$ cat config.mk
export PLATFORM = sky130hd
export DESIGN_NAME = decode_stage
export DESIGN_NICKNAME = d
export VERILOG_FILES = /design/src/rtl/decode_pkg.sv /design/src/rtl/decoder_core.sv /design/src/rtl/decode_stage.sv
export SDC_FILE = /design/constraint.sdc
export NUM_CORES = 1
export LEC_CHECK = 0
export BUFFER_PORTS_ARGS = -buffer_cell sky130_fd_sc_hd__buf_4
export CELL_PAD_IN_SITES_DETAIL_PLACEMENT = 1
export CELL_PAD_IN_SITES_GLOBAL_PLACEMENT = 1
export CORE_ASPECT_RATIO = 1.4
export CORE_MARGIN = 2
export CORE_UTILIZATION = 40
export CTS_BUF_LIST = sky130_fd_sc_hd__clkbuf_2
export DETAILED_ROUTE_END_ITERATION = 16
export GPL_TIMING_DRIVEN = 1
export PLACE_DENSITY = 0.78
export SETUP_SLACK_MARGIN = 0.3
export SLEW_MARGIN = 20
export SYNTH_ARGS = -nofsm -noshare
export SYNTH_HDL_FRONTEND = slang
export SYNTH_SLANG_ARGS = --single-unit
$ cat constraint.sdc
create_clock -name clk -period 2.1 [get_ports clk]
set_clock_uncertainty 0.15 [all_clocks]
set_input_delay 0.21 -clock clk [delete_from_list [all_inputs] [get_ports clk]]
set_output_delay 0.21 -clock clk [all_outputs]
set_load 0.05 [all_outputs]
$ cat src/rtl/decode_pkg.sv
// Shared types for the RV32I decode stage: ALU op codes, immediate formats,
// opcode constants and the decoded bundle carried by both pipeline slots.
package decode_pkg;

    localparam int XLEN = 32;

    localparam logic [6:0] OPC_LUI    = 7'b0110111;
    localparam logic [6:0] OPC_AUIPC  = 7'b0010111;
    localparam logic [6:0] OPC_JAL    = 7'b1101111;
    localparam logic [6:0] OPC_JALR   = 7'b1100111;
    localparam logic [6:0] OPC_BRANCH = 7'b1100011;
    localparam logic [6:0] OPC_LOAD   = 7'b0000011;
    localparam logic [6:0] OPC_STORE  = 7'b0100011;
    localparam logic [6:0] OPC_OP_IMM = 7'b0010011;
    localparam logic [6:0] OPC_OP     = 7'b0110011;
    localparam logic [6:0] OPC_FENCE  = 7'b0001111;
    localparam logic [6:0] OPC_SYSTEM = 7'b1110011;

    localparam logic [6:0] F7_BASE   = 7'b0000000;
    localparam logic [6:0] F7_ALT    = 7'b0100000;
    localparam logic [6:0] F7_MULDIV = 7'b0000001;

    // M-extension ops occupy 5'b10_xxx so funct3 maps directly onto the low bits.
    typedef enum logic [4:0] {
        ALU_ADD    = 5'd0,
        ALU_SUB    = 5'd1,
        ALU_SLL    = 5'd2,
        ALU_SLT    = 5'd3,
        ALU_SLTU   = 5'd4,
        ALU_XOR    = 5'd5,
        ALU_SRL    = 5'd6,
        ALU_SRA    = 5'd7,
        ALU_OR     = 5'd8,
        ALU_AND    = 5'd9,
        ALU_PASSB  = 5'd10,
        ALU_AUIPC  = 5'd11,
        ALU_MUL    = 5'd16,
        ALU_MULH   = 5'd17,
        ALU_MULHSU = 5'd18,
        ALU_MULHU  = 5'd19,
        ALU_DIV    = 5'd20,
        ALU_DIVU   = 5'd21,
        ALU_REM    = 5'd22,
        ALU_REMU   = 5'd23
    } alu_op_t;

    typedef enum logic [2:0] {IMM_NONE, IMM_I, IMM_S, IMM_B, IMM_U, IMM_J} imm_src_t;

    typedef enum logic [1:0] {RES_ALU = 2'b00, RES_MEM = 2'b01, RES_PC4 = 2'b10} result_src_t;

    typedef enum logic [1:0] {ST_EMPTY, ST_MAIN, ST_FULL} stage_state_t;

    typedef struct packed {
        logic [4:0]      rd;
        logic [4:0]      rs1;
        logic [4:0]      rs2;
        logic [2:0]      funct3;
        logic            reg_write;
        logic            mem_write;
        logic            alu_src;
        logic            branch;
        logic            jump;
        logic            jump_reg;
        result_src_t     result_src;
        alu_op_t         alu_ctrl;
        logic [XLEN-1:0] imm_ext;
        logic            illegal;
    } decoded_t;

    // Shared ALU mapping for OP and OP-IMM; alt selects SUB/SRA.
    function automatic alu_op_t base_alu_op(input logic [2:0] funct3, input logic alt);
        alu_op_t op;
        case (funct3)
            3'b000:  op = alt ? ALU_SUB : ALU_ADD;
            3'b001:  op = ALU_SLL;
            3'b010:  op = ALU_SLT;
            3'b011:  op = ALU_SLTU;
            3'b100:  op = ALU_XOR;
            3'b101:  op = alt ? ALU_SRA : ALU_SRL;
            3'b110:  op = ALU_OR;
            default: op = ALU_AND;
        endcase
        return op;
    endfunction

endpackage

$ cat src/rtl/decoder_core.sv
// Combinational RV32I decoder: raw instruction -> decoded_t bundle.
// Define DECODE_RV32M_EN to accept the M-extension (MUL/DIV/REM) encodings.
module decoder_core
    import decode_pkg::*;
(
    input  logic [XLEN-1:0] instr,
    output decoded_t        dec
);

    logic [6:0] opcode;
    logic [2:0] funct3;
    logic [6:0] funct7;

    assign opcode = instr[6:0];
    assign funct3 = instr[14:12];
    assign funct7 = instr[31:25];

    logic     legal;
    logic     use_rd;
    logic     use_rs1;
    logic     use_rs2;
    logic     use_f3;
    imm_src_t imm_src;

    always_comb begin
        // NOTE: every variable gets a default before the case so no path infers a latch.
        dec     = '0;
        legal   = 1'b1;
        use_rd  = 1'b0;
        use_rs1 = 1'b0;
        use_rs2 = 1'b0;
        use_f3  = 1'b0;
        imm_src = IMM_NONE;

        case (opcode)
            OPC_LUI: begin
                dec.reg_write = 1'b1;
                dec.alu_src   = 1'b1;
                dec.alu_ctrl  = ALU_PASSB;
                imm_src       = IMM_U;
                use_rd        = 1'b1;
            end
            OPC_AUIPC: begin
                dec.reg_write = 1'b1;
                dec.alu_src   = 1'b1;
                dec.alu_ctrl  = ALU_AUIPC;
                imm_src       = IMM_U;
                use_rd        = 1'b1;
            end
            OPC_JAL: begin
                dec.reg_write  = 1'b1;
                dec.jump       = 1'b1;
                dec.result_src = RES_PC4;
                imm_src        = IMM_J;
                use_rd         = 1'b1;
            end
            OPC_JALR: begin
                legal          = (funct3 == 3'b000);
                dec.reg_write  = 1'b1;
                dec.jump       = 1'b1;
                dec.jump_reg   = 1'b1;
                dec.alu_src    = 1'b1;
                dec.result_src = RES_PC4;
                imm_src        = IMM_I;
                {use_rd, use_rs1, use_f3} = 3'b111;
            end
            OPC_BRANCH: begin
                legal        = (funct3 != 3'b010) && (funct3 != 3'b011);
                dec.branch   = 1'b1;
                dec.alu_ctrl = ALU_SUB;
                imm_src      = IMM_B;
                {use_rs1, use_rs2, use_f3} = 3'b111;
            end
            OPC_LOAD: begin
                legal          = funct3 inside {3'b000, 3'b001, 3'b010, 3'b100, 3'b101};
                dec.reg_write  = 1'b1;
                dec.alu_src    = 1'b1;
                dec.result_src = RES_MEM;
                imm_src        = IMM_I;
                {use_rd, use_rs1, use_f3} = 3'b111;
            end
            OPC_STORE: begin
                legal         = funct3 inside {3'b000, 3'b001, 3'b010};
                dec.mem_write = 1'b1;
                dec.alu_src   = 1'b1;
                imm_src       = IMM_S;
                {use_rs1, use_rs2, use_f3} = 3'b111;
            end
            OPC_OP_IMM: begin
                dec.reg_write = 1'b1;
                dec.alu_src   = 1'b1;
                dec.alu_ctrl  = base_alu_op(funct3, funct7[5] && (funct3 == 3'b101));
                imm_src       = IMM_I;
                {use_rd, use_rs1, use_f3} = 3'b111;
                if (funct3 == 3'b001)
                    legal = (funct7 == F7_BASE);
                else if (funct3 == 3'b101)
                    legal = (funct7 == F7_BASE) || (funct7 == F7_ALT);
            end
            OPC_OP: begin
                dec.reg_write = 1'b1;
                {use_rd, use_rs1, use_rs2, use_f3} = 4'b1111;
                if (funct7 == F7_BASE || funct7 == F7_ALT) begin
                    dec.alu_ctrl = base_alu_op(funct3, funct7 == F7_ALT);
                    legal = (funct7 == F7_BASE) || (funct3 == 3'b000) || (funct3 == 3'b101);
                end else if (funct7 == F7_MULDIV) begin
`ifdef DECODE_RV32M_EN
                    dec.alu_ctrl = alu_op_t'({2'b10, funct3});
`else
                    legal = 1'b0;
`endif
                end else begin
                    legal = 1'b0;
                end
            end
            OPC_FENCE, OPC_SYSTEM: ;  // legal no-op: no side effects
            default: legal = 1'b0;
        endcase

        dec.rd     = use_rd  ? instr[11:7]  : 5'd0;
        dec.rs1    = use_rs1 ? instr[19:15] : 5'd0;
        dec.rs2    = use_rs2 ? instr[24:20] : 5'd0;
        dec.funct3 = use_f3  ? funct3       : 3'd0;

        case (imm_src)
            IMM_I:   dec.imm_ext = {{20{instr[31]}}, instr[31:20]};
            IMM_S:   dec.imm_ext = {{20{instr[31]}}, instr[31:25], instr[11:7]};
            IMM_B:   dec.imm_ext = {{19{instr[31]}}, instr[31], instr[7], instr[30:25], instr[11:8], 1'b0};
            IMM_U:   dec.imm_ext = {instr[31:12], 12'b0};
            IMM_J:   dec.imm_ext = {{11{instr[31]}}, instr[31], instr[19:12], instr[20], instr[30:21], 1'b0};
            default: dec.imm_ext = '0;
        endcase

        if (!legal) begin
            dec         = '0;
            dec.illegal = 1'b1;
        end
    end

endmodule

$ cat src/rtl/decode_stage.sv
// Registered RV32I decode stage with a 2-slot skid buffer (main + skid) on a valid/ready handshake.
// Define DECODE_RV32M_EN to enable M-extension decode in decoder_core.
module decode_stage
    import decode_pkg::*;
#(
    parameter int DATA_WIDTH = 32,
    parameter int PC_WIDTH   = 32
) (
    input  logic                  clk,
    input  logic                  rst,
    input  logic                  flush,
    input  logic                  in_valid,
    output logic                  in_ready,
    input  logic [DATA_WIDTH-1:0] instr,
    input  logic [PC_WIDTH-1:0]   pc_in,
    output logic                  out_valid,
    input  logic                  out_ready,
    output logic [PC_WIDTH-1:0]   pc_out,
    output logic [4:0]            rd,
    output logic [4:0]            rs1,
    output logic [4:0]            rs2,
    output logic [2:0]            funct3,
    output logic                  RegWrite,
    output logic                  MemWrite,
    output logic                  ALUSrc,
    output logic                  Branch,
    output logic                  Jump,
    output logic                  JumpReg,
    output logic [1:0]            ResultSrc,
    output logic [4:0]            ALUctrl,
    output logic [DATA_WIDTH-1:0] ImmExt,
    output logic                  illegal
);

    if (DATA_WIDTH != XLEN) begin : g_bad_width
        $error("decode_stage: DATA_WIDTH must be 32 for RV32");
    end

    decoded_t     in_dec;
    decoded_t     main_bundle;
    decoded_t     skid_bundle;
    logic [PC_WIDTH-1:0] main_pc;
    logic [PC_WIDTH-1:0] skid_pc;

    stage_state_t state;
    stage_state_t next_state;
    logic         accept;
    logic         pop;
    logic         load_main_in;
    logic         load_main_skid;
    logic         load_skid_in;

    decoder_core u_decoder_core (
        .instr (instr),
        .dec   (in_dec)
    );

    assign in_ready  = (state != ST_FULL);
    assign out_valid = (state != ST_EMPTY);
    assign accept    = in_valid && in_ready;
    assign pop       = out_valid && out_ready;

    always_comb begin
        next_state     = state;
        load_main_in   = 1'b0;
        load_main_skid = 1'b0;
        load_skid_in   = 1'b0;
        case (state)
            ST_EMPTY: begin
                if (accept) begin
                    next_state   = ST_MAIN;
                    load_main_in = 1'b1;
                end
            end
            ST_MAIN: begin
                if (accept && pop) begin
                    load_main_in = 1'b1;
                end else if (accept) begin
                    next_state   = ST_FULL;
                    load_skid_in = 1'b1;
                end else if (pop) begin
                    next_state = ST_EMPTY;
                end
            end
            ST_FULL: begin
                if (pop) begin
                    next_state     = ST_MAIN;
                    load_main_skid = 1'b1;
                end
            end
            default: next_state = ST_EMPTY;
        endcase
        // A flush discards both held bundles and anything handshaked this cycle.
        if (flush)
            next_state = ST_EMPTY;
    end

    always_ff @(posedge clk) begin
        if (rst)
            state <= ST_EMPTY;
        else
            state <= next_state;
    end

    always_ff @(posedge clk) begin
        // NOTE: the bundle registers are reset too, so every output reads 0 right after rst.
        if (rst) begin
            main_bundle <= '0;
            main_pc     <= '0;
            skid_bundle <= '0;
            skid_pc     <= '0;
        end else begin
            if (load_main_in) begin
                main_bundle <= in_dec;
                main_pc     <= pc_in;
            end else if (load_main_skid) begin
                main_bundle <= skid_bundle;
                main_pc     <= skid_pc;
            end
            if (load_skid_in) begin
                skid_bundle <= in_dec;
                skid_pc     <= pc_in;
            end
        end
    end

    assign pc_out    = main_pc;
    assign rd        = main_bundle.rd;
    assign rs1       = main_bundle.rs1;
    assign rs2       = main_bundle.rs2;
    assign funct3    = main_bundle.funct3;
    assign RegWrite  = main_bundle.reg_write;
    assign MemWrite  = main_bundle.mem_write;
    assign ALUSrc    = main_bundle.alu_src;
    assign Branch    = main_bundle.branch;
    assign Jump      = main_bundle.jump;
    assign JumpReg   = main_bundle.jump_reg;
    assign ResultSrc = main_bundle.result_src;
    assign ALUctrl   = main_bundle.alu_ctrl;
    assign ImmExt    = main_bundle.imm_ext;
    assign illegal   = main_bundle.illegal;

endmodule

**Yosys cells after proc, flatten, opt, wreduce, memory -nomap -nowiden**

Cells that the tools add are included.

- Bits in registers: 194
- Latch bits: 0
- Bits in writable memories: 0
- Bits in read-only memories: 0
- Input port bits: 69
- Output and inout port bits: 98
- Logic and storage cells: 133
- Memories kept: 0

- Add/subtract/negate cells: 0
- Multiply operators: 0
- Divide/modulo/power cells: 0
- Magnitude comparators: 0
- Equality and inequality tests: 32
- Shifts and indexed selects: 0
- Multiplexer cells: 45
- Bitwise operators: 0
- Reductions and logical operators: 25

Operator list:

| operator | number |
|---|---|
| $mux 64 | 3 |
| $pmux 32 s5 | 1 |
| $pmux 5 s7 | 2 |
| $mux 32 | 2 |
| $eq 7x6->1 const B | 4 |
| $eq 7x7->1 const B | 4 |
| $pmux 5 s5 | 1 |
| $mux 1 | 21 |
| $mux 5 | 4 |
| $eq 3x3->1 const B | 5 |
| $pmux 3 s5 | 1 |
| $eq 7x5->1 const B | 2 |
| $eq 3x2->1 const B | 4 |
| $reduce_or 6->1 | 2 |
| $mux 2 | 5 |
| $ne 2x2->1 const B | 4 |
| $eq 7x2->1 const B | 1 |
| $eq 7x4->1 const B | 1 |
| $logic_not 7->1 | 1 |
| $pmux 1 s7 | 1 |
| $reduce_or 7->1 | 1 |
| $eq 3x1->1 const B | 2 |
| $ne 3x2->1 const B | 2 |
| $pmux 2 s3 | 1 |
| 17 further kinds | 27 |

**Logic depth before layout (Yosys ltp)**

Gate-level depths: netlist (run 1).

- Depth in word-level cells: 7
- Mapped depth: 9
- Depth with buffers taken out: 6

**Cells and area by module**

A second synthesis (run 1) with hierarchy kept.

- Cells, all modules: 962
- Area, all modules: 8572.0 um^2

By module, submodules not included:

| module | times used | cells each | area an instance (um^2) | seq. area each (um^2) |
|---|---|---|---|---|
| decode_stage | 1 | 766 | 7399.6 | 3883.7 |
| decoder_core | 1 | 196 | 1172.4 | 0.0 |

**Worst setup path before layout (run 1)**

OpenSTA, ideal clock, no wires.

- Path kind: input to register
- From: in instr[25]
- To: reg main_bundle (netlist bit ImmExt[10])
- Setup time: 0.091 ns
- Arrival: 1.729 ns
- Data required time: 1.859 ns
- Setup slack: 0.130 ns
- Cell stages on the path: 8
- Buffers on the path: 2
- Cells stage by stage: nor4_1 > nand2_1 > o41a_1 > o211ai_2 > buf_6 > buf_6 > a31oi_1 > a311oi_1

- Longest elaborated chain between the ends: 7
- Elaborated cells between the ends (all ways): 11
- Those cells by class: eq/ne: 1; mux: 6; reduce/logical: 4

RTL lines:

| what | line | RTL |
|---|---|---|
| from (decl) | decode_stage.sv:14 | `input logic [DATA_WIDTH-1:0] instr,` |
| $eq 7x6->1 or $logic_not 7->1 (tied branches) | decoder_core.sv:98, decoder_core.sv:103, decoder_core.sv:96 |  |
| $logic_or 1x1->1, on equally long branches | decoder_core.sv:98, decoder_core.sv:103, decoder_core.sv:105 |  |
| $mux 1 or $logic_or 1x1->1 (tied branches) | decoder_core.sv:97, decoder_core.sv:105 |  |
| $mux 1, on equally long branches | decoder_core.sv:95, decoder_core.sv:103 |  |
| $pmux 1 s7 (*) | decoder_core.sv:35 | `case (opcode)` |
| $mux 64 (*) | decoder_core.sv:134 | `if (!legal) begin` |
| $mux 64 (*) | decode_stage.sv:113 | `if (load_main_in) begin` |
| to (signal assigned) | decode_stage.sv:114 | `main_bundle <= in_dec;` |
| to (signal assigned) | decode_stage.sv:117 | `main_bundle <= skid_bundle;` |
| to (decl) | decode_stage.sv:40 | `decoded_t main_bundle;` |

Every way passes the cells marked *; elsewhere a longest branch is shown, timed or not.
A chain may end at the register's enable or synchronous reset.

**Worst setup path after layout (run 1)**

- From: in instr[31]
- To: reg skid_bundle[28] (netlist name)

- Longest elaborated chain between the ends: 6
- Elaborated cells between the ends (all ways): 11
- Those cells by class: eq/ne: 1; mux: 6; reduce/logical: 4

RTL lines:

| what | line | RTL |
|---|---|---|
| $eq 7x6->1 or $logic_not 7->1 (tied branches) | decoder_core.sv:98, decoder_core.sv:103, decoder_core.sv:96 |  |
| $logic_or 1x1->1, on equally long branches | decoder_core.sv:98, decoder_core.sv:103, decoder_core.sv:105 |  |
| $mux 1 or $logic_or 1x1->1 (tied branches) | decoder_core.sv:97, decoder_core.sv:105 |  |
| $mux 1, on equally long branches | decoder_core.sv:95, decoder_core.sv:103 |  |
| $pmux 1 s7 | decoder_core.sv:35 |  |
| $mux 64 (*) | decoder_core.sv:134 |  |
| to (signal assigned) | decode_stage.sv:121 | `skid_bundle <= in_dec;` |
| to (decl) | decode_stage.sv:41 | `decoded_t skid_bundle;` |

Marks and branches as above.

==> results by group, run 1 <==
Place
  • GPL Wtd Cong: 0.925
  • Detailed Place HPWL: 19200 um
  • PortBufs: 165

Yosys
  • Synthesized flop and latch total: 192
  • Simple-gate share of the synthesized area: 0.221
  • Mapped Cells: 1015
  • Mux share of post-synthesis cell area: 0.0532
  • Syn Area/Cell: 8.16 sq um
  • Main combinational cell family by area after synthesis: simple AND/OR/NAND/NOR gates
  • Synth Flop Type: dfxtp_1
  • Post-Synth Adder-Cell Area: 0
  • Cell area after synthesis: 8280 sq um
  • Post-synth top area cell: dfxtp_1
  • Post-synth ARST share: 0
  • Cell variety after synth: 57
  • Register area share after synthesis: 0.464
  • Leading post-synthesis cells by cell area: dfxtp_1, nand2_1, mux2i_1
  • XOR/XNOR share of the synthesized area: 0
  • YS warnings: 0
  • Post-synth EDFFs: 0
  • Yosys top cell area share: 0.464
  • Compound-Gate Fraction of Synth Area: 0.212
  • Syn Nets: 1084

Route
  • WL met1: 14900 um
  • Metal3 WL: 2720 um
  • Met2 WL: 21300 um
  • Wire per inst: 26.0 um
  • Final wirelength: 41700 um
  • Vias post-DR: 9897
  • Initial DRC count: 837
  • DRC viols: 0
  • Post-DR vias/cell: 6.17
  • Post-DRT Antenna Nets: 0
  • Top sig layer: met4
  • Drt pass-1 iters: 7

Critical path
  • CP peak stage delay: 0.66 ns
  • Crit path DAT: 2.84 ns
  • Crit end category: register
  • CP most frequent cell: buf_4
  • CP cell instances: buf_4 -> dlygate4sd3_1 -> nor2_2 -> nand2_1 -> o41a_1 -> o211ai_4 -> buf_4 -> buf_4 -> nand2_2 -> buf_12 -> o21ai_0
  • Crit Path Category: in2reg
  • Critical path launch point type: primary input
  • Top Family by Delay on Critical Path: buffers and inverters
  • CP bufs+invs: 5
  • Crit path max fanout: 25
  • Slowest CP cell: dlygate4sd3_1
  • Req. time, crit path: 2.67 ns

Power and ir drop
  • Leak pwr: 5.42 nW
  • Total power: 0.00731 W
  • Worst IR Drop VDD: 0.318 mV
  • PD cells: 550 nW/um^2

Status
  • Failing checks: hold timing, setup timing
  • Status: finished, violations left

Floorplan
  • Row cnt: 62
  • Starting Density: 0.406
  • Die W: 126 um
  • Boundary pin count: 167
  • Die Ht: 174 um
  • Die ar.: 21900 sq um
  • Core ar.: 20400 sq um

Clocking
  • CTS tree: done
  • Clock latency on the worst-skew pair: 0.80 ns
  • CTS clk-pin slew, worst paths: 0.28 ns
  • Depth of the CTS H-tree: 4
  • Max clock buf depth: 2
  • Num CTS Buffers: 17
  • CTS root buf: clkbuf_2
  • Clk sinks: 192

Timing
  • Hold Fails Final Rpt: 1
  • Max Fclk: 439 MHz
  • Setup violators final: 60
  • Hold WS: -0.0233 ns
  • RSZ-0062 raised after global routing: yes
  • Slew margin rel.: 0.657
  • Least-Margin Pin Slew: 0.510 ns
  • Final min period: 2.28 ns
  • Max-slew violation count: 0
  • Final WS setup: -0.177 ns
  • Final period utilization: 1.08

Worst hold path
  • Type of the worst min-delay path: in2reg

Final layout
  • Nets: 1402
  • Area Overhead vs Synth: 60.5%
  • Fraction of layout cells with a size suffix above 1: 0.352
  • Commonest non-fill, non-tap cells in the layout: nand2_1, buf_4, dlygate4sd3_1
  • Commonest non-fill, non-tap cell in the layout: nand2_1
  • Final Util: 0.651

Flow run
  • Max-Cap Viols: 0

Global route
  • Total grt overflow: 0
  • Largest net degree at the start of global routing: 64
  • Initial antenna violation count: 2
  • Global Route Usage Sum: 0.280
  • First-pass GRT wire length: 49500 um
  • Vias in the first global route: 9186
-- logic make-up (layout without fill, tap and decap cells) --
kind of cell,after synthesis,in the layout
buf+inv,98,429
mux,44,44
flops,192,192
simple gates,413,413
compound gates,267,267
other cells,1,3
-- tightest hold or removal path, cell delays in order --
cell and delay, ns:
buf_4 0.10, nor4_4 0.05, nand2_1 0.10, a211oi_1 0.09
buf_4 0.15, nand3_1 0.15, o21ai_1 0.07
-- power by group --
part | leakage [nW] | internal [W] | switching, W
sequential | 1.60 | 0.00375 | 0.0000764
combinational | 3.69 | 0.000639 | 0.000840
clock | 0.134 | 0.000570 | 0.00144
total | 5.42 | 0.00496 | 0.00236
-- synthesized netlist by cell type, types with 18 or more instances --
master,number
a21o_1,19
a21oi_1,79
a311oi_1,46
clkbuf_1,72
dfxtp_1,192
mux2i_1,44
nand2_1,262
nand3b_1,18
nand4_1,24
nor2_1,53
o21ai_0,35
o22ai_1,41
-- final timing paths --
path / from / end / slack [ns] / cells after the start
max reg2reg: state[1]$_SDFFE_PP0P_ / ImmExt[9]$_SDFFE_PP0P_ / 0.14 / 8
min: instr[26] / skid_bundle[35]$_SDFFE_PP0P_ / -0.02 / 7
min reg2reg: skid_pc[13]$_SDFFE_PP0P_ / skid_pc[13]$_SDFFE_PP0P_ / 0.33 / 2
max: instr[31] / skid_bundle[28]$_SDFFE_PP0P_ / -0.18 / 11
-- routing by layer --
layer / vias up / global-route usage
li1: 4237 / -
met1: 4873 / 0.326
met2: 582 / 0.497
met3: 205 / 0.0508
met4: 0 / 0.127
met5: - / 0
-- state kept, by name, indices dropped and copies added (netlist names), 3 cells and up --
register / cells
funct3: 3
pc_out: 32
rs2: 5
rs1: 5
skid_pc: 32
ImmExt: 32
ALUctrl: 4
rd: 5
skid_bundle: 63
-- through the flow --
| step | worst slack (ns) | setup TNS (ns) | instances | hold slack (ns) | instance area [sq um] |
|---|---|---|---|---|---|
| floorplan | 0.217 | 0 | 1015 | 0.137 | 8320 |
| global placement | -0.165 | -11.03 | 1418 | 0.242 | 10200 |
| detailed placement | -0.223 | -18.50 | 1418 | 0.243 | 10200 |
| CTS | 0.0768 | 0 | 1553 | -0.361 | 11700 |
| global route | -0.208 | -1.72 | 1604 | -0.0453 | 13300 |
| finish | -0.177 | -2.84 | 1604 | -0.0233 | 13300 |
-- timing repair --
item | 4_1_cts | 5_1_grt
hold endpoints to repair | 192 | 31
setup buffers | 8 | 19
gates cloned | 0 | 17
pin swaps | 0 | 19
resized for setup | 112 | 261
hold buffers | 95 | 17
endpoints found under the setup margin | 73 | 254
-- cell type report --
type | count | area (sq um)
diodes | 2 | 5.00
clock buffers | 18 | 90.1
clock inverters | 14 | 161
fillers | 2234 | 7110
inverters | 6 | 25.0
multi-input cells | 725 | 4360
flip-flops and latches | 192 | 3980
well taps | 256 | 320
repair buffers | 391 | 4340
Note: power is estimated with default switching activity, not from simulation.
==> run 2: changes to the inputs <==
--- a/config.mk
+++ b/config.mk
@@ -16,6 +16,7 @@
 export GPL_TIMING_DRIVEN = 1
 export PLACE_DENSITY = 0.78
 export SETUP_SLACK_MARGIN = 0.3
+export SKIP_LAST_GASP = 1
 export SLEW_MARGIN = 20
 export SYNTH_ARGS = -nofsm -noshare
 export SYNTH_HDL_FRONTEND = slang
==> run 2 against run 1 <==
  * The flow still finishes with violations (hold timing, setup timing)
  * Sequential cell count stayed put
  * Sequential power about the same
  * Non-clock buffer count stayed put
  * Design area shrank 1.1%
  * First-iteration DRC count down 0.24%
  * Via count decreased by 2.1%
==> results by group, run 2 (synthesis results as in run 1) <==
Global route
  • Vias in the first global route: 9186 (unchanged)
  • Total grt overflow: 0 (unchanged)
  • Global Route Usage Sum: 0.280 (unchanged)
  • First-pass GRT wire length: 49500 um (unchanged)
  • Largest net degree at the start of global routing: 64 (unchanged)
  • Initial antenna violation count: 1 (was 2)

Critical path
  • CP cell instances: buf_4 -> dlygate4sd3_1 -> nor2_2 -> nand2_1 -> o41a_1 -> o211ai_4 -> buf_4 -> buf_4 -> nand2_2 -> buf_12 -> o21ai_0 (unchanged)
  • Slowest CP cell: dlygate4sd3_1 (unchanged)
  • R2R Setup Slk: 0.17 ns (was 0.14 ns)
  • CP most frequent cell: buf_4 (unchanged)
  • Worst reg2reg startpoint: state[1]$_SDFFE_PP0P_ (unchanged)
  • Worst r2r path cells: 8 (unchanged)
  • Crit end category: register (unchanged)
  • Critical path launch point type: primary input (unchanged)
  • CP peak stage delay: 0.63 ns (was 0.66 ns)
  • Req. time, crit path: 2.67 ns (about the same)
  • Crit path launch: instr[31] (unchanged)
  • Top Family by Delay on Critical Path: buffers and inverters (unchanged)
  • R2R Path End: rd[4]$_SDFFE_PP0P_ (was ImmExt[9]$_SDFFE_PP0P_)
  • Crit path max fanout: 25 (unchanged)
  • Crit path DAT: 2.73 ns (was 2.84 ns)
  • CP bufs+invs: 5 (unchanged)
  • Crit Path Category: in2reg (unchanged)

Floorplan
  • Row cnt: 62 (unchanged)
  • Die W: 126 um (unchanged)
  • Core ar.: 20400 sq um (unchanged)
  • Boundary pin count: 167 (unchanged)
  • Die Ht: 174 um (unchanged)
  • Die ar.: 21900 sq um (unchanged)
  • Starting Density: 0.406 (unchanged)

Clocking
  • Num CTS Buffers: 17 (unchanged)
  • Max clock buf depth: 2 (unchanged)
  • CTS clk-pin slew, worst paths: 0.29 ns (was 0.28 ns)
  • Depth of the CTS H-tree: 4 (unchanged)
  • Clock latency on the worst-skew pair: 0.82 ns (was 0.80 ns)
  • Clk sinks: 192 (unchanged)
  • CTS root buf: clkbuf_2 (unchanged)
  • CTS tree: done (unchanged)

Final layout
  • Commonest non-fill, non-tap cell in the layout: nand2_1 (unchanged)
  • Biggest register: skid_bundle (unchanged)
  • Nets: 1402 (unchanged)
  • Fraction of layout cells with a size suffix above 1: 0.342 (was 0.352)
  • Area Overhead vs Synth: 58.7% (was 60.5%)
  • Commonest non-fill, non-tap cells in the layout: nand2_1, buf_4, dlygate4sd3_1 (unchanged)
  • Design Area, Final: 13100 sq um (was 13300 sq um)
  • Number of flip-flops in the largest register: 63 (unchanged)

Place
  • Post-Place Worst Slack: -0.223 ns (unchanged)
  • PortBufs: 165 (unchanged)
  • Detailed Place HPWL: 19200 um (unchanged)
  • GPL Wtd Cong: 0.925 (unchanged)
  • Post-place instance area: 10200 sq um (unchanged)

Flow run
  • Max-Cap Viols: 0 (unchanged)

Status
  • Status: finished, violations left (unchanged)
  • Failing checks: hold timing, setup timing (unchanged)

Power and ir drop
  • Worst IR Drop VDD: 0.313 mV (was 0.318 mV)
  • PD cells: 554 nW/um^2 (was 550 nW/um^2)
  • Leak pwr: 5.37 nW (was 5.42 nW)

Timing
  • Max-slew violation count: 0 (unchanged)
  • RSZ-0062 raised after global routing: yes (unchanged)
  • Hold WS: -0.000889 ns (was -0.0233 ns)
  • Final period utilization: 1.03 (was 1.08)
  • Max Fclk: 463 MHz (was 439 MHz)
  • Final WS setup: -0.0587 ns (was -0.177 ns)
  • Setup violators final: 9 (was 60)
  • Hold Fails Final Rpt: 1 (unchanged)
  • Slew margin rel.: 0.594 (was 0.657)
  • Final min period: 2.16 ns (was 2.28 ns)
  • Least-Margin Pin Slew: 0.604 ns (was 0.510 ns)

Worst hold path
  • Type of the worst min-delay path: in2reg (unchanged)
  • Hold Startpoint: instr[25] (was instr[26])
  • Hold path cells: 7 (unchanged)
  • Hold Path Sink: ALUctrl[2]$_SDFFE_PP0P_ (was skid_bundle[35]$_SDFFE_PP0P_)

Route
  • Wire per inst: 24.9 um (was 26.0 um)
  • Vias post-DR: 9685 (was 9897)
  • Final wirelength: 39800 um (was 41700 um)
  • Post-DRT Antenna Nets: 0 (unchanged)
  • Initial DRC count: 835 (was 837)
  • DRC viols: 0 (unchanged)
  • Post-DR vias/cell: 6.04 (was 6.17)
  • Drt pass-1 iters: 6 (was 7)
-- run 2: layer usage --
metal,global-route usage,vias to the layer above,wire length (um)
li1,-,4230,-
met1,0.326,4798,14300
met2,0.497,479,20800
met3,0.0508,178,2370
met4,0.127,0,2390
met5,0,-,0
-- run 2: worst max path at each step --
stage,end,cells after the start
6_report,skid_bundle[18]$_SDFFE_PP0P_,11
3_3_place_gp,ImmExt[5]$_SDFFE_PP0P_,8
2_1_floorplan,ImmExt[10]$_SDFFE_PP0P_,8
3_5_place_dp,ImmExt[10]$_SDFFE_PP0P_,8
4_1_cts,in_ready,4
5_1_grt,in_ready,4
-- run 2: through the flow --
step | TNS [ns] | hold slack, ns | util | total power [W] | std cells
3_5_place_dp | -18.50 | 0.243 | 0.502 | 0.00491 | 1418
4_1_cts | 0 | -0.361 | 0.575 | 0.00701 | 1553
2_1_floorplan | 0 | 0.137 | - | 0.00444 | 1015
3_3_place_gp | -11.03 | 0.242 | 0.502 | 0.00489 | 1418
6_report | -0.195 | -0.000889 | 0.644 | 0.00728 | 1603
5_1_grt | -0.0379 | -0.0520 | 0.644 | 0.00751 | 1603
-- run 2: power breakdown --
| part | switching, W | leakage [nW] | internal, W |
|---|---|---|---|
| logic | 0.000822 | 3.64 | 0.000620 |
| registers | 0.0000726 | 1.60 | 0.00375 |
| clock network | 0.00145 | 0.134 | 0.000570 |
| total | 0.00235 | 5.37 | 0.00494 |
-- run 2: final cells by class --
class | instances | area, sq um
inverters | 6 | 25.0
diodes | 1 | 2.50
well taps | 256 | 320
clock buffers | 18 | 90.1
multi-input cells | 725 | 4300
flip-flops and latches | 192 | 3980
repair buffers | 391 | 4260
clock inverters | 14 | 161
fillers | 2237 | 7260
-- run 2: tightest hold or removal path, cell delays in order --
cell	delay (ns)
buf_4	0.10
nor4_4	0.04
nand2_1	0.10
a211oi_1	0.08
buf_4	0.15
nand3_1	0.17
a21oi_1	0.11
-- run 2: what timing repair did --
| item | 4_1_cts | 5_1_grt |
|---|---|---|
| gates cloned | 0 | 17 |
| hold endpoints to repair | 192 | 31 |
| setup buffers | 8 | 19 |
| endpoints found under the setup margin | 73 | 254 |
| hold buffers | 95 | 17 |
| pin swaps | 0 | 12 |
| resized for setup | 112 | 224 |
==> run 3: changes to the inputs <==
--- a/config.mk
+++ b/config.mk
@@ -21,3 +21,4 @@
 export SYNTH_ARGS = -nofsm -noshare
 export SYNTH_HDL_FRONTEND = slang
 export SYNTH_SLANG_ARGS = --single-unit
+export TNS_END_PERCENT = 5
==> run 3 against run 2 <==
  * Largest cell class unchanged
  * Critical endpoint is now skid_bundle[45]$_SDFFE_PP0P_
  * Worst setup slack better by 0.040 ns
  * The run still ends with hold timing, setup timing left
  * Total power shrank 4.0%
  * Register-to-register slack improved by 0.09 ns
  * Sequential power about the same
  * Cell count decreased by 1.7%
  * Combinational power is 8% lower
  * Non-clock buffer count down 26
  * Maximum frequency increased by 1.9%
==> results by group, run 3 (synthesis results as in run 1) <==
Status
  • Status: finished, violations left (unchanged)
  • Failing checks: hold timing, setup timing (unchanged)

Floorplan
  • Row cnt: 62 (unchanged)
  • Boundary pin count: 167 (unchanged)
  • Starting Density: 0.406 (unchanged)
  • Die W: 126 um (unchanged)
  • Core ar.: 20400 sq um (unchanged)
  • Die Ht: 174 um (unchanged)
  • Die ar.: 21900 sq um (unchanged)

Worst hold path
  • Hold Startpoint: instr[25] (unchanged)
  • Type of the worst min-delay path: in2reg (unchanged)

Route
  • Drt pass-1 iters: 4 (was 6)
  • Post-DR vias/cell: 5.80 (was 6.04)
  • Post-DRT Antenna Nets: 0 (unchanged)
  • Vias post-DR: 9138 (was 9685)
  • Initial DRC count: 614 (was 835)
  • Final wirelength: 33500 um (was 39800 um)
  • DRC viols: 0 (unchanged)
  • Wire per inst: 21.3 um (was 24.9 um)

Critical path
  • Top Family by Delay on Critical Path: buffers and inverters (unchanged)
  • CP bufs+invs: 5 (unchanged)
  • Req. time, crit path: 2.63 ns (was 2.67 ns)
  • CP most frequent cell: buf_4 (unchanged)
  • Crit path launch: instr[27] (was instr[31])
  • CP peak stage delay: 0.65 ns (was 0.63 ns)
  • Crit path DAT: 2.65 ns (was 2.73 ns)
  • CP cell instances: buf_4 -> dlygate4sd3_1 -> nor4_4 -> nand2_2 -> o41a_1 -> o211ai_4 -> buf_12 -> buf_4 -> clkbuf_16 -> nand2_1 -> o21ai_0 (was buf_4 -> dlygate4sd3_1 -> nor2_2 -> nand2_1 -> o41a_1 -> o211ai_4 -> buf_4 -> buf_4 -> nand2_2 -> buf_12 -> o21ai_0)
  • Crit path max fanout: 11 (was 25)
  • Crit Path Category: in2reg (unchanged)
  • Crit end category: register (unchanged)
  • Critical path launch point type: primary input (unchanged)
  • Slowest CP cell: dlygate4sd3_1 (unchanged)
  • Worst reg2reg startpoint: state[0]$_SDFFE_PP0P_ (was state[1]$_SDFFE_PP0P_)

Clocking
  • CTS root buf: clkbuf_2 (unchanged)
  • Num CTS Buffers: 17 (unchanged)
  • Depth of the CTS H-tree: 4 (unchanged)
  • CTS tree: done (unchanged)
  • Max clock buf depth: 2 (unchanged)
  • Clk sinks: 192 (unchanged)
  • CTS clk-pin slew, worst paths: 0.27 ns (was 0.29 ns)
  • Clock latency on the worst-skew pair: 0.78 ns (was 0.82 ns)

Final layout
  • Area Overhead vs Synth: 45.5% (was 58.7%)
  • Number of flip-flops in the largest register: 63 (unchanged)
  • Fraction of layout cells with a size suffix above 1: 0.251 (was 0.342)
  • Commonest non-fill, non-tap cell in the layout: nand2_1 (unchanged)
  • Nets: 1376 (was 1402)
  • Commonest non-fill, non-tap cells in the layout: nand2_1, buf_4, dfxtp_1 (was nand2_1, buf_4, dlygate4sd3_1)
  • Fillers: 2399 (was 2237)
  • Biggest register: skid_bundle (unchanged)

Timing
  • Max-slew violation count: 0 (unchanged)
  • Least-Margin Pin Slew: 0.576 ns (was 0.604 ns)
  • Final WS setup: -0.0189 ns (was -0.0587 ns)
  • Final min period: 2.12 ns (was 2.16 ns)
  • Hold WS: -0.0596 ns (was -0.000889 ns)
  • Max Fclk: 472 MHz (was 463 MHz)
  • RSZ-0062 raised after global routing: yes (unchanged)
  • Slew margin rel.: 0.613 (was 0.594)
  • Hold Fails Final Rpt: 2 (was 1)
  • Final period utilization: 1.01 (was 1.03)
  • Setup violators final: 1 (was 9)

Global route
  • Largest net degree at the start of global routing: 64 (unchanged)
  • Vias in the first global route: 8903 (was 9186)
  • Initial antenna violation count: 2 (was 1)
  • Global Route Usage Sum: 0.268 (was 0.280)
  • First-pass GRT wire length: 47600 um (was 49500 um)
  • Total grt overflow: 0 (unchanged)

Power and ir drop
  • Total power: 0.00699 W (was 0.00728 W)
  • Leak pwr: 5.03 nW (was 5.37 nW)
  • Worst IR Drop VDD: 0.422 mV (was 0.313 mV)
  • PD cells: 580 nW/um^2 (was 554 nW/um^2)

Place
  • PortBufs: 165 (unchanged)
  • Detailed Place HPWL: 19100 um (was 19200 um)
  • GPL Wtd Cong: 0.895 (was 0.925)
  • Post-Place Worst Slack: -0.239 ns (was -0.223 ns)

Flow run
  • Max-Cap Viols: 0 (unchanged)
run 3: what timing repair did:
| item | CTS | global route |
|---|---|---|
| hold buffers | 95 | 6 |
| gates resized for setup | 10 | 65 |
| pin swaps | 0 | 10 |
| endpoints found under the setup margin | 194 | 280 |
| buffers inserted | 3 | 12 |
| cloned | 0 | 9 |
| endpoints found under the hold margin | 191 | 19 |
run 3: metal layers:
| metal | global-route usage | wire, um | vias up | share of wire |
|---|---|---|---|---|
| met1 | 0.319 | 13100 | 4519 | 0.39 |
| li1 | - | - | 4184 | - |
| met3 | 0.0366 | 1480 | 99 | 0.044 |
| met5 | 0 | 0 | - | 0 |
| met4 | 0.131 | 1600 | 0 | 0.048 |
| met2 | 0.470 | 17300 | 336 | 0.52 |
run 3: worst paths after layout:
check,to,slack (ns),cells past startpoint
min,ALUctrl[2]$_SDFFE_PP0P_,-0.06,7
min reg2reg,pc_out[26]$_SDFFE_PP0P_,0.30,2
max reg2reg,skid_pc[29]$_SDFFE_PP0P_,0.26,6
max,skid_bundle[45]$_SDFFE_PP0P_,-0.02,11
run 3: worst register-to-register path: stages, from the launching register on:
cell     delay (ns)
dfxtp_4        0.43
buf_4          0.15
nor2b_1        0.16
nand2_2        0.19
buf_4          0.37
nand2_1        0.16
a21oi_1        0.19
run 3: area by class of cell:
class                      count  area [sq um]  share of cell area
multi-input combinational    725          4230               0.351
sequential                   192          3850               0.320
timing repair buffer         365          3400               0.282
tap                          256           320              0.0266
clock inverter                12           135              0.0112
clock buffer                  18          90.1             0.00748
inverter                       6          22.5             0.00187
antenna                        2          5.00            0.000415
run 3: report_power, final:
group | internal (W) | leakage (nW) | switching (W) | total [W]
Combinational | 0.000538 | 3.33 | 0.000785 | 0.00132
Clock | 0.000555 | 0.139 | 0.00132 | 0.00188
Sequential | 0.00374 | 1.56 | 0.0000506 | 0.00379
run 3: metrics by stage:
| stage | instance area [sq um] | utilization | setup TNS [ns] | instances |
|---|---|---|---|---|
| after floorplan | 8310 | - | 0 | 1015 |
| after global placement | 10200 | 0.500 | -12.98 | 1421 |
| after detailed placement | 10200 | 0.500 | -17.24 | 1421 |
| after CTS | 11400 | 0.560 | 0 | 1549 |
| after global routing | 12000 | 0.591 | 0 | 1576 |
| final | 12000 | 0.591 | -0.0189 | 1576 |
